**config.mk**
```make
export PLATFORM = sky130hd
export DESIGN_NAME = pc_redirect_ctrl_flat
export DESIGN_NICKNAME = d
export VERILOG_FILES = /design/src/rtl/mips_ctrl_pkg.sv /design/src/rtl/pc_redirect_ctrl_if.sv /design/src/rtl/sat_counter.sv /design/src/rtl/pc_redirect_ctrl.sv /design/src/flat_wrapper.sv
export SDC_FILE = /design/constraint.sdc
export NUM_CORES = 1
export LEC_CHECK = 0
export ABC_AREA = 1
export CORE_MARGIN = 2
export CORE_UTILIZATION = 46
export DETAILED_ROUTE_END_ITERATION = 16
export PLACE_DENSITY = 0.88
export RECOVER_POWER = 100
export SYNTH_ARGS = -nofsm -noshare
export SYNTH_HDL_FRONTEND = slang
export SYNTH_SLANG_ARGS = --single-unit
```
**constraint.sdc**
```tcl
create_clock -name Clk -period 1.95 [get_ports Clk]
set_clock_uncertainty 0.1 [all_clocks]
set_input_delay 0.195 -clock Clk [delete_from_list [all_inputs] [get_ports Clk]]
set_output_delay 0.195 -clock Clk [all_outputs]
set_load 0.1 [all_outputs]
```
**src/rtl/mips_ctrl_pkg.sv**
```systemverilog
// rtl/mips_ctrl_pkg.sv - shared encodings for the MIPS front-end control slice
package mips_ctrl_pkg;

  localparam logic [1:0] S_RUN        = 2'd0;
  localparam logic [1:0] S_FLUSH      = 2'd1;
  localparam logic [1:0] S_WAIT_REDIR = 2'd2;

  // Word the pipeline registers load when told to flush
  localparam logic [31:0] NOP_INSN = 32'h0000_0000;

endpackage

```
**src/rtl/pc_redirect_ctrl_if.sv**
```systemverilog
// rtl/pc_redirect_ctrl_if.sv - branch/hazard inputs and PC/pipeline-enable outputs
interface pc_redirect_ctrl_if #(
  parameter int CNT_W = 16
);

  logic              BranchValid;
  logic              BranchTaken;
  logic [31:0]       BranchTarget;
  logic              LoadUseHazard;
  logic              IMemReady;

  logic              PCWrite;
  logic              PCSel;
  logic [31:0]       PCTarget;
  logic              IFIDWrite;
  logic              IFIDFlush;
  logic              IDEXFlush;
  logic              Busy;
  logic [CNT_W-1:0]  RedirectCount;

  modport master (
    output BranchValid, BranchTaken, BranchTarget, LoadUseHazard, IMemReady,
    input  PCWrite, PCSel, PCTarget, IFIDWrite, IFIDFlush, IDEXFlush, Busy,
           RedirectCount
  );

  modport slave (
    input  BranchValid, BranchTaken, BranchTarget, LoadUseHazard, IMemReady,
    output PCWrite, PCSel, PCTarget, IFIDWrite, IFIDFlush, IDEXFlush, Busy,
           RedirectCount
  );

endinterface

```
**src/rtl/sat_counter.sv**
```systemverilog
// rtl/sat_counter.sv - enable-gated up counter that sticks at all-ones
module sat_counter #(
  parameter int W = 16
) (
  input  logic         i_clk,
  input  logic         i_rst,
  input  logic         i_en,
  output logic [W-1:0] o_count
);

  logic [W-1:0] r_count;
  logic         w_full;

  assign w_full = (r_count == {W{1'b1}});

  always_ff @(posedge i_clk) begin
    if (i_rst) begin
      r_count <= '0;
    end else if (i_en && !w_full) begin
      r_count <= r_count + W'(1);
    end
  end

  assign o_count = r_count;

endmodule

```
**src/rtl/pc_redirect_ctrl.sv**
```systemverilog
// rtl/pc_redirect_ctrl.sv - sequences PC and IF/ID, ID/EX enables for redirects,
// load-use stalls and instruction-memory wait
module pc_redirect_ctrl #(
  parameter int FETCH_LAT = 0,
  parameter int CNT_W     = 16
) (
  input logic               Clk,
  input logic               Reset,
  pc_redirect_ctrl_if.slave bus
);

  import mips_ctrl_pkg::*;

  localparam logic [2:0] LAT = 3'(FETCH_LAT);

  logic [1:0]       r_state;
  logic [2:0]       r_flush_cnt;
  logic [31:0]      r_pending;

  logic             w_redirect;
  logic [1:0]       w_next_state;
  logic [2:0]       w_next_cnt;
  logic [31:0]      w_next_pending;
  logic             w_cnt_en;
  logic [1:0]       w_after_redir;
  logic [CNT_W-1:0] w_count;

  logic             w_pc_write;
  logic             w_pc_sel;
  logic [31:0]      w_pc_target;
  logic             w_ifid_write;
  logic             w_ifid_flush;
  logic             w_idex_flush;
  logic             w_busy;

  assign w_redirect    = bus.BranchValid & bus.BranchTaken;
  // With no fetch latency there are no wrong-path words left to drain
  assign w_after_redir = (LAT == 3'd0) ? S_RUN : S_FLUSH;

  always_comb begin
    w_next_state   = r_state;
    w_next_cnt     = r_flush_cnt;
    w_next_pending = r_pending;
    w_cnt_en       = 1'b0;
    w_pc_write     = 1'b0;
    w_pc_sel       = 1'b0;
    w_pc_target    = 32'h0;
    w_ifid_write   = 1'b1;
    w_ifid_flush   = 1'b0;
    w_idex_flush   = 1'b0;
    w_busy         = (r_state != S_RUN);

    if (Reset) begin
      w_ifid_write = 1'b0;
      w_ifid_flush = 1'b1;
      w_idex_flush = 1'b1;
      w_busy       = 1'b0;
    end else begin
      case (r_state)
        S_RUN: begin
          w_pc_target = bus.BranchTarget;
          if (w_redirect) begin
            w_pc_sel     = 1'b1;
            w_ifid_flush = 1'b1;
            w_idex_flush = 1'b1;
            w_cnt_en     = 1'b1;
            if (bus.IMemReady) begin
              w_pc_write   = 1'b1;
              w_next_state = w_after_redir;
              w_next_cnt   = LAT;
            end else begin
              w_next_pending = bus.BranchTarget;
              w_next_state   = S_WAIT_REDIR;
            end
          end else if (!bus.IMemReady) begin
            w_ifid_flush = 1'b1;
          end else if (bus.LoadUseHazard) begin
            w_ifid_write = 1'b0;
            w_idex_flush = 1'b1;
          end else begin
            w_pc_write = 1'b1;
          end
        end

        S_FLUSH: begin
          // Only bubbles are in ID/EX here, so branch and hazard inputs are don't-care
          w_pc_target  = r_pending;
          w_pc_write   = bus.IMemReady;
          w_ifid_flush = 1'b1;
          if (bus.IMemReady) begin
            if (r_flush_cnt <= 3'd1) begin
              w_next_state = S_RUN;
              w_next_cnt   = 3'd0;
            end else begin
              w_next_cnt = r_flush_cnt - 3'd1;
            end
          end
        end

        S_WAIT_REDIR: begin
          w_pc_target  = r_pending;
          w_pc_sel     = 1'b1;
          w_pc_write   = bus.IMemReady;
          w_ifid_flush = 1'b1;
          w_idex_flush = 1'b1;
          if (bus.IMemReady) begin
            w_next_state = w_after_redir;
            w_next_cnt   = LAT;
          end
        end

        default: begin
          w_next_state = S_RUN;
          w_next_cnt   = 3'd0;
        end
      endcase
    end
  end

  always_ff @(posedge Clk) begin
    if (Reset) begin
      r_state     <= S_RUN;
      r_flush_cnt <= 3'd0;
      r_pending   <= 32'h0;
    end else begin
      r_state     <= w_next_state;
      r_flush_cnt <= w_next_cnt;
      r_pending   <= w_next_pending;
    end
  end

  sat_counter #(
    .W (CNT_W)
  ) u_redirect_cnt (
    .i_clk   (Clk),
    .i_rst   (Reset),
    .i_en    (w_cnt_en),
    .o_count (w_count)
  );

  assign bus.PCWrite       = w_pc_write;
  assign bus.PCSel         = w_pc_sel;
  assign bus.PCTarget      = w_pc_target;
  assign bus.IFIDWrite     = w_ifid_write;
  assign bus.IFIDFlush     = w_ifid_flush;
  assign bus.IDEXFlush     = w_idex_flush;
  assign bus.Busy          = w_busy;
  assign bus.RedirectCount = w_count;

endmodule

```
**src/flat_wrapper.sv**
```systemverilog
// flat-port wrapper written by rule: the top's interface ports become plain ports
module pc_redirect_ctrl_flat import mips_ctrl_pkg::*;
#(
  parameter int FETCH_LAT = 0,
  parameter int CNT_W     = 16
)
  (Clk, Reset, bus_BranchValid, bus_BranchTaken, bus_BranchTarget, bus_LoadUseHazard, bus_IMemReady, bus_PCWrite, bus_PCSel, bus_PCTarget, bus_IFIDWrite, bus_IFIDFlush, bus_IDEXFlush, bus_Busy, bus_RedirectCount);
  pc_redirect_ctrl_if #(.CNT_W(CNT_W)) bus_i ();
  input logic Clk;
  input logic Reset;
  input wire logic [$bits(bus_i.BranchValid)-1:0] bus_BranchValid;
  input wire logic [$bits(bus_i.BranchTaken)-1:0] bus_BranchTaken;
  input wire logic [$bits(bus_i.BranchTarget)-1:0] bus_BranchTarget;
  input wire logic [$bits(bus_i.LoadUseHazard)-1:0] bus_LoadUseHazard;
  input wire logic [$bits(bus_i.IMemReady)-1:0] bus_IMemReady;
  output wire logic [$bits(bus_i.PCWrite)-1:0] bus_PCWrite;
  output wire logic [$bits(bus_i.PCSel)-1:0] bus_PCSel;
  output wire logic [$bits(bus_i.PCTarget)-1:0] bus_PCTarget;
  output wire logic [$bits(bus_i.IFIDWrite)-1:0] bus_IFIDWrite;
  output wire logic [$bits(bus_i.IFIDFlush)-1:0] bus_IFIDFlush;
  output wire logic [$bits(bus_i.IDEXFlush)-1:0] bus_IDEXFlush;
  output wire logic [$bits(bus_i.Busy)-1:0] bus_Busy;
  output wire logic [$bits(bus_i.RedirectCount)-1:0] bus_RedirectCount;
  assign bus_i.BranchValid = bus_BranchValid;
  assign bus_i.BranchTaken = bus_BranchTaken;
  assign bus_i.BranchTarget = bus_BranchTarget;
  assign bus_i.LoadUseHazard = bus_LoadUseHazard;
  assign bus_i.IMemReady = bus_IMemReady;
  assign bus_PCWrite = bus_i.PCWrite;
  assign bus_PCSel = bus_i.PCSel;
  assign bus_PCTarget = bus_i.PCTarget;
  assign bus_IFIDWrite = bus_i.IFIDWrite;
  assign bus_IFIDFlush = bus_i.IFIDFlush;
  assign bus_IDEXFlush = bus_i.IDEXFlush;
  assign bus_Busy = bus_i.Busy;
  assign bus_RedirectCount = bus_i.RedirectCount;
  pc_redirect_ctrl #(.FETCH_LAT(FETCH_LAT), .CNT_W(CNT_W)) u_core (.Clk(Clk), .Reset(Reset), .bus(bus_i));
endmodule
```
* Word-level counts from Yosys, hierarchy flattened
Index checks and enable logic that the tools add are counted.
** Cells by class
- Add/sub/neg operators :: 2
- Magnitude comparators :: 1
- Equality and inequality tests :: 7
- Multiplexer cells :: 38
- Bitwise gates (word level) :: 2
- Reductions and logical operators :: 8
** Operators with widths (count)
- 32-bit one-hot mux with 2 select lines :: 1
- 32-bit 2-to-1 mux :: 1
- 1-bit 2-to-1 mux :: 21
- 16-bit by 1-bit adder with 16-bit output, second input constant :: 1
- 16-bit equality test, second input constant :: 1
- 3-bit 2-to-1 mux :: 4
- 2-bit 2-to-1 mux :: 5
- 3-bit one-hot mux with 3 select lines :: 1
- 1-bit one-hot mux with 2 select lines :: 4
- 2-bit one-hot mux with 3 select lines :: 1
- 2-bit by 1-bit != test with 1-bit output, second input constant :: 2
- 2-bit != test, second input constant :: 2
- 4-bit AND reduction :: 1
- 3-bit by 1-bit <= comparator with 1-bit output, second input constant :: 1
- 3-bit AND reduction :: 1
- 3-bit by 1-bit subtractor with 3-bit output, second input constant :: 1
- 2-bit by 1-bit equality test with 1-bit output, second input constant :: 1
- 2-bit equality test, second input constant :: 1
- 2-bit logical NOT :: 1
- 2-bit AND reduction :: 1
- 2-bit nonzero test :: 1
- 2-bit OR reduction :: 1
- 1-bit AND :: 1
- 1-bit logical AND :: 1
- 2 further kinds :: 2
** Storage, ports and cells
- Flip-flop bits (word level) :: 53
- Output and inout port bits :: 54

* Depth between registers and ports, before layout
Gate-level depths: netlist (run 1).
- Depth after elaboration :: 5
- Gate-level depth with buffers :: 10

* Cells and area by module
From an unflattened synthesis (run 1), not the netlist that was laid out.
** Second synthesis, totals
- Cell total of the unflattened synthesis :: 448
- Area total of the unflattened synthesis :: 2840.2 um^2
** By module, submodules not included
- pc_redirect_ctrl :: times used 1, cells each 302, area each 1861.8 um^2, sequential area each 660.6 um^2
- sat_counter :: times used 1, cells each 146, area each 978.4 um^2, sequential area each 320.3 um^2

* Worst setup path before layout (run 1)
No wires, ideal clock.
- Path type :: flip-flop to output port
- Start :: register u_core.r_state[1]
- End :: output bus_IFIDWrite
- Arrival :: 2.485 ns
- Data required time :: 1.655 ns
- Setup slack :: -0.830 ns
- Cell stages (with the launch flop) :: 4
- Buffers on the path :: 0
- Path through :: dfxtp_1 a21oi_1 nor2_1 or2_2
** Between the ends
- Word-level cells in the longest chain between the ends :: 3
** Ends and longest elaborated chain
- from (decl) :: RTL line pc_redirect_ctrl.sv:16 : logic [1:0] r_state;
- from (signal assigned) :: RTL line pc_redirect_ctrl.sv:126 : r_state <= w_next_state;
- 2-bit logical NOT :: RTL line pc_redirect_ctrl.sv:59 : case (r_state)
- 1-bit 2-to-1 mux :: RTL line pc_redirect_ctrl.sv:59
- 1-bit 2-to-1 mux :: RTL line pc_redirect_ctrl.sv:53 : if (Reset) begin
- to (decl) :: RTL line flat_wrapper.sv:19 : output wire logic [$bits(bus_i.IFIDWrite)-1:0] bus_IFIDWrite;
No other way between the ends.

* Final worst setup path (run 1)
- Start :: register u_core.r_state[1]
- End :: output bus_PCTarget[16]
** Between the ends
- Word-level cells in the longest chain between the ends :: 4
** Ends and longest elaborated chain
- 2-bit by 1-bit equality test with 1-bit output / 2-bit equality test (equally long branches) :: RTL line pc_redirect_ctrl.sv:59
- 2-bit OR reduction (no source line)
- 32-bit one-hot mux with 2 select lines * :: RTL line pc_redirect_ctrl.sv:59
- 32-bit 2-to-1 mux * :: RTL line pc_redirect_ctrl.sv:53
- to (decl) :: RTL line flat_wrapper.sv:18 : output wire logic [$bits(bus_i.PCTarget)-1:0] bus_PCTarget;
Every way passes the cells marked *; elsewhere a longest branch is shown, timed or not.

==> results of run 1 <==
-- synthesized netlist by cell type (2+ instances only) --
master	n	area (sq um)
nor2_1	159	597
o21ai_1	5	25.0
nand3_1	13	65.1
buf_2	8	40.0
nand2_4	4	45.0
o21ai_0	60	300
nor2_2	2	12.5
nor2b_1	2	12.5
inv_1	13	48.8
inv_2	7	26.3
nand2_1	46	173
nand4_1	6	37.5
nand2_2	6	37.5
dfxtp_1	49	981
a21oi_1	10	50.1
nor2_4	5	56.3
clkbuf_1	12	45.0
nand3_4	2	35.0
-- per-layer routing --
layer	part of all wire (%)	global-route usage, %
met4	0.99	8.31
met5	0	0
met2	53	49.3
met3	7.7	7.19
met1	38	29.5
-- cell usage in the layout, fill, tap and decap left out, types with 2 or more instances in the layout --
| cell | n |
|---|---|
| nor2b_1 | 2 |
| dfxtp_2 | 16 |
| o21ai_0 | 63 |
| clkbuf_8 | 5 |
| clkbuf_2 | 17 |
| clkdlybuf4s50_1 | 36 |
| nor2_2 | 5 |
| nand3_1 | 14 |
| nor2_1 | 127 |
| buf_4 | 3 |
| bufinv_16 | 2 |
| dfxtp_1 | 33 |
| inv_1 | 13 |
| inv_2 | 7 |
| buf_8 | 5 |
| buf_6 | 24 |
| a21oi_1 | 11 |
| nand2_2 | 5 |
| nand4_1 | 6 |
| nor2_4 | 34 |
| buf_12 | 11 |
| nand2_4 | 4 |
| o21ai_1 | 2 |
| clkbuf_4 | 2 |
| nand2_1 | 47 |
-- state kept, by name, summed over array words and instances (netlist names) --
register                       count
u_core.r_state                     1
u_core.u_redirect_cnt.o_count     16
u_core.r_pending                  32
-- repair_timing --
action	4_1_cts	5_1_grt
endpoints found under the setup margin	0	25
gates resized for setup	0	2
setup buffers	0	0
-- power breakdown --
| group | leakage, nW | switching [mW] | internal [mW] | total [mW] |
|---|---|---|---|---|
| combinational | 1.29 | 0.606 | 0.274 | 0.880 |
| sequential | 0.407 | 0.0214 | 1.04 | 1.06 |
| clock | 0.0681 | 0.352 | 0.510 | 0.862 |
| total | 1.77 | 0.979 | 1.82 | 2.80 |
-- layout make-up --
type	instances	area [sq um]	share of cell area [%]
tap	72	90.1	2.20
multi-input combinational	328	1730	42.2
inverter	21	78.8	1.92
timing repair buffer	100	1060	25.9
sequential	49	1000	24.4
clock buffer	5	68.8	1.68
clock inverter	3	65.1	1.59
-- worst paths after layout --
check	end	slack, ns	from	depth (start not counted)
max	bus_PCTarget[16]	0.09	u_core.r_state[1]	5
min	u_core.u_redirect_cnt.o_count[1]	0.39	u_core.u_redirect_cnt.o_count[1]	2
max reg2reg	u_core.u_redirect_cnt.o_count[9]	0.16	u_core.u_redirect_cnt.o_count[0]	8
min reg2reg	u_core.u_redirect_cnt.o_count[1]	0.39	u_core.u_redirect_cnt.o_count[1]	2
-- critical path: stages, from the launching register on --
cell     delay, ns
dfxtp_1       0.46
inv_1         0.10
buf_6         0.21
nor2_1        0.23
nor2_4        0.07
buf_8         0.18
-- kinds of logic after synthesis --
group,Yosys count,synth area share [%]
buffers and inverters,43,6.71
adders and majority gates,1,0.466
DFF,49,36.6
AOI/OAI and AO/OA,77,14.5
and+or+nand+nor,250,41.7
==> results_dict.tcl, run 1 <==
set metrics [dict create \
    run_status "finished clean" \
    ys_types 29 \
    tightestPinTransition_ns 0.575 \
    wirelength_microns 8260 \
    grt_max_degree 43 \
    p_leak_nw 1.77 \
    fin_ws_ns 0.0885 \
    dp_cells 570 \
    arrival_ns 1.57 \
    grt_pass1_wl_microns 13600 \
    totalPowerFinal_mw 2.80 \
    antenna_found_initial 0 \
    cts_tree "yes" \
    ant_nets 0 \
    nets 544 \
    fillers 467 \
    final_area_sq_mm 0.00410 \
    final_util_pct 73.5 \
    p_per_area_mw_per_mm2 683 \
    cts.sinks 49 \
    slew_headroom_pct 61.7 \
    vias 3080 \
    dieArea_sq_mm 0.00646 \
    post-route-period-util_pct 95.5 \
    coreArea_sq_mm 0.00557 \
    dr.first_iter.drc_count 204 \
    htreeDepth 2 \
    numCtsBuffers 5 \
    critPathLaunchType "flop" \
    period_needed_ns 1.86 \
    die_w_microns 80.4 \
    cts_hold_buf 0 \
    wire_per_inst_microns 14.3 \
    ctsLongestPathBuffers 2 \
    hold_viol 0 \
    dpl_cell_area_sq_mm 0.00428 \
    synth_area_per_cell_sq_um 6.39 \
    path_clk_slew_ns 0.09 \
    crit_type "reg -> out" \
    ir_drop_v 0.000590 \
    drv_slew 0 \
    die_h_microns 80.4 \
    layout-area-overhead-vs-synth_pct 52.6 \
    portBuffers 91 \
    cp-end-kind "primary output" \
    ys_seq_area_share_pct 36.6 \
    grt_overflow 0 \
    holdWs_ns 0.392 \
    grt_util_all_layers_pct 26.7 \
    gp_congestion 0.863 \
    start_util_pct 48.1 \
    syn-cell-area_sq_mm 0.00268 \
    synth_top_flop_cell "dfxtp_1" \
    dp_slack_ns 0.110 \
    via_per_inst 5.33 \
    required_ns 1.65 \
    cts_root_buf "clkbuf_8" \
    syn_nets 459 \
    drive_above_1_share_pct 28.7 \
    timing.fmax_ghz 0.537 \
    num_rows 27 \
    first_global_vias 3078 \
    syn_inst 420 \
    io_pins 92 \
    dr.pass1.iters 5 \
    ys_seq_elements 49 \
    antenna_cells 0 \
    cap_violations 0 \
    dp_hpwl_microns 5930 \
    async_reset_ff_share_pct 0 \
    cp_max_fo 33 \
    clk_latency_ns 0.31 \
    ys_warn_count 0 \
    tns_ns 0 \
    rsz0062_at_grt "no" \
    synth_edf_count 0 \
    drc 0 \
    finalSetupViolCount 0 \
    hp-class "reg -> reg" \
    layout.cells.non_filler 578 \
]
Note: power is estimated with default switching activity, not from simulation.
==> run 2: changes to the inputs <==
Settings changed: CORE_ASPECT_RATIO from default to 2, CORE_MARGIN 2 to default.
==> run 2 against run 1 <==
Compared with the run above:
- hold slack worse by 0.0058 ns
- global-route usage increased by 1.9 points
- combinational power fell by 0.7%
- cell area down 0.49%
- final cell count decreased by 1.6%
- via count grew 0.81%
- first-iteration DRC count fell by 39%
- power is 5.3% higher
- critical path depth fell by 1
- register-to-register slack gained 0.02 ns
- clock power is 17% higher
- setup slack worse by 0.0082 ns
==> results_dict.tcl, run 2 (synthesized netlist as in run 1, its figures left out) <==
set metrics [dict create \
    run_status "finished clean" \
    cts_root_buf "clkbuf_16" \
    io_pins 92 \
    vias 3105 \
    arrival_ns 1.57 \
    ant_nets 0 \
    grt_util_all_layers_pct 28.6 \
    antenna_found_initial 0 \
    period_needed_ns 1.87 \
    cp-end-kind "primary output" \
    seqPwrFrac_pct 35.9 \
    regMostFlops "u_core.r_pending" \
    numCtsBuffers 5 \
    portBuffers 91 \
    post-route-period-util_pct 95.9 \
    crit_type "reg -> out" \
    critPathLaunchType "flop" \
    drv_slew 0 \
    ir_drop_v 0.000761 \
    fin_ws_ns 0.0803 \
    dr.pass1.iters 4 \
    drive_above_1_share_pct 28.3 \
    p_comb_share_pct 29.6 \
    die_h_microns 110 \
    tightestPinTransition_ns 0.543 \
    rrSetupSlack_ns 0.18 \
    die_w_microns 56.0 \
    drc 0 \
    grt_max_degree 56 \
    r2r_start "u_core.r_state[1]" \
    layout_common_cells "nor2_1, o21ai_0, nand2_1" \
    dp_hpwl_microns 6450 \
    hold_viol 0 \
    final_area_sq_mm 0.00408 \
    p_leak_nw 1.76 \
    ctsLongestPathBuffers 2 \
    grt_pass1_wl_microns 14000 \
    start_util_pct 47.4 \
    layout-area-overhead-vs-synth_pct 51.8 \
    p_clk_share_pct 34.4 \
    holdPathStages 2 \
    cap_violations 0 \
    finalSetupViolCount 0 \
    rr_endpoint "u_core.r_pending[10]" \
    gp_congestion 0.941 \
    nets 546 \
    required_ns 1.65 \
    timing.fmax_ghz 0.535 \
    coreArea_sq_mm 0.00566 \
    clk_latency_ns 0.29 \
    num_rows 39 \
    seqCellArea_sq_um 1000 \
    htreeDepth 2 \
    final_common_cell "nor2_1" \
    final_util_pct 72.0 \
    via_per_inst 5.46 \
    wirelength_microns 8600 \
    cts.sinks 49 \
    antenna_cells 0 \
    largest_reg_flops 32 \
    first_global_vias 3152 \
    holdWs_ns 0.386 \
    p_int_mw 1.94 \
    path_clk_slew_ns 0.07 \
    cts_tree "yes" \
    wire_per_inst_microns 15.1 \
    dr.first_iter.drc_count 124 \
    dieArea_sq_mm 0.00616 \
    rsz0062_at_grt "no" \
    min_from "u_core.r_pending[26]" \
    multiInputGateArea_sq_mm 0.00172 \
    cp_max_fo 18 \
    r2r_cells 5 \
    dp_slack_ns 0.152 \
    p_per_area_mw_per_mm2 723 \
    min_to "u_core.r_pending[26]" \
    fillers 460 \
    hp-class "reg -> reg" \
    grt_overflow 0 \
    switching_share_pct 34.1 \
    slew_headroom_pct 64.0 \
    cts_setup_buffers 0 \
    power.switching_mw 1.00 \
    dpl_cell_area_sq_mm 0.00427 \
]
-- run 2: repair_timing --
action	4_1_cts	5_1_grt
endpoints found under the setup margin	0	2
resized for setup	0	1
hold buffers	0	0
endpoints found under the hold margin	0	0
-- run 2: area by class of cell --
| type | instances | area share (%) |
|---|---|---|
| Tap cell | 61 | 1.87 |
| Sequential cell | 49 | 24.5 |
| Clock buffer | 7 | 3.50 |
| Multi-Input combinational cell | 328 | 42.2 |
| Inverter | 21 | 1.93 |
| Clock inverter | 1 | 0.737 |
| Timing Repair Buffer | 102 | 25.2 |
-- run 2: stage by stage --
stage          std cells  TNS (ns)  total power [mW]
2_1_floorplan        420    -0.318              1.68
3_3_place_gp         561         0              2.04
3_5_place_dp         561         0              2.06
4_1_cts              569         0              3.05
5_1_grt              569         0              3.03
6_report             569         0              2.95
-- run 2: how the worst max path moves through the flow --
stage	slack, ns	depth (start not counted)	end	start
final	0.08	4	bus_PCTarget[3]	u_core.r_state[1]
after global routing	0.0005	4	bus_PCTarget[1]	u_core.r_state[1]
after detailed placement	0.15	7	u_core.r_pending[21]	bus_BranchValid
after CTS	0.06	5	bus_PCTarget[21]	u_core.r_state[1]
after global placement	0.17	5	bus_IFIDWrite	bus_BranchValid
after floorplan	-0.32	3	bus_IFIDWrite	u_core.r_state[1]
-- run 2: power by group through the flow --
stage                     Sequential [mW]  Combinational [mW]  Clock (mW)
after floorplan                      1.09               0.590           0
after global placement               1.08               0.959           0
after detailed placement             1.08               0.975           0
after CTS                            1.06               0.978        1.02
after global routing                 1.06               0.915        1.06
final                                1.06               0.874        1.01
-- run 2: per-layer routing --
layer	routed length [microns]	global-route usage, %	up-vias
li1	-	-	1507
met1	2920	27.1	1451
met2	5010	57.5	118
met3	309	3.73	29
met4	359	15.9	0
met5	0	0	-
-- run 2: critical path: stages, from the launching register on --
cell and delay (ns):
dfxtp_1 0.48, buf_4 0.28, o21ai_0 0.18, nor2_4 0.14, buf_8 0.21
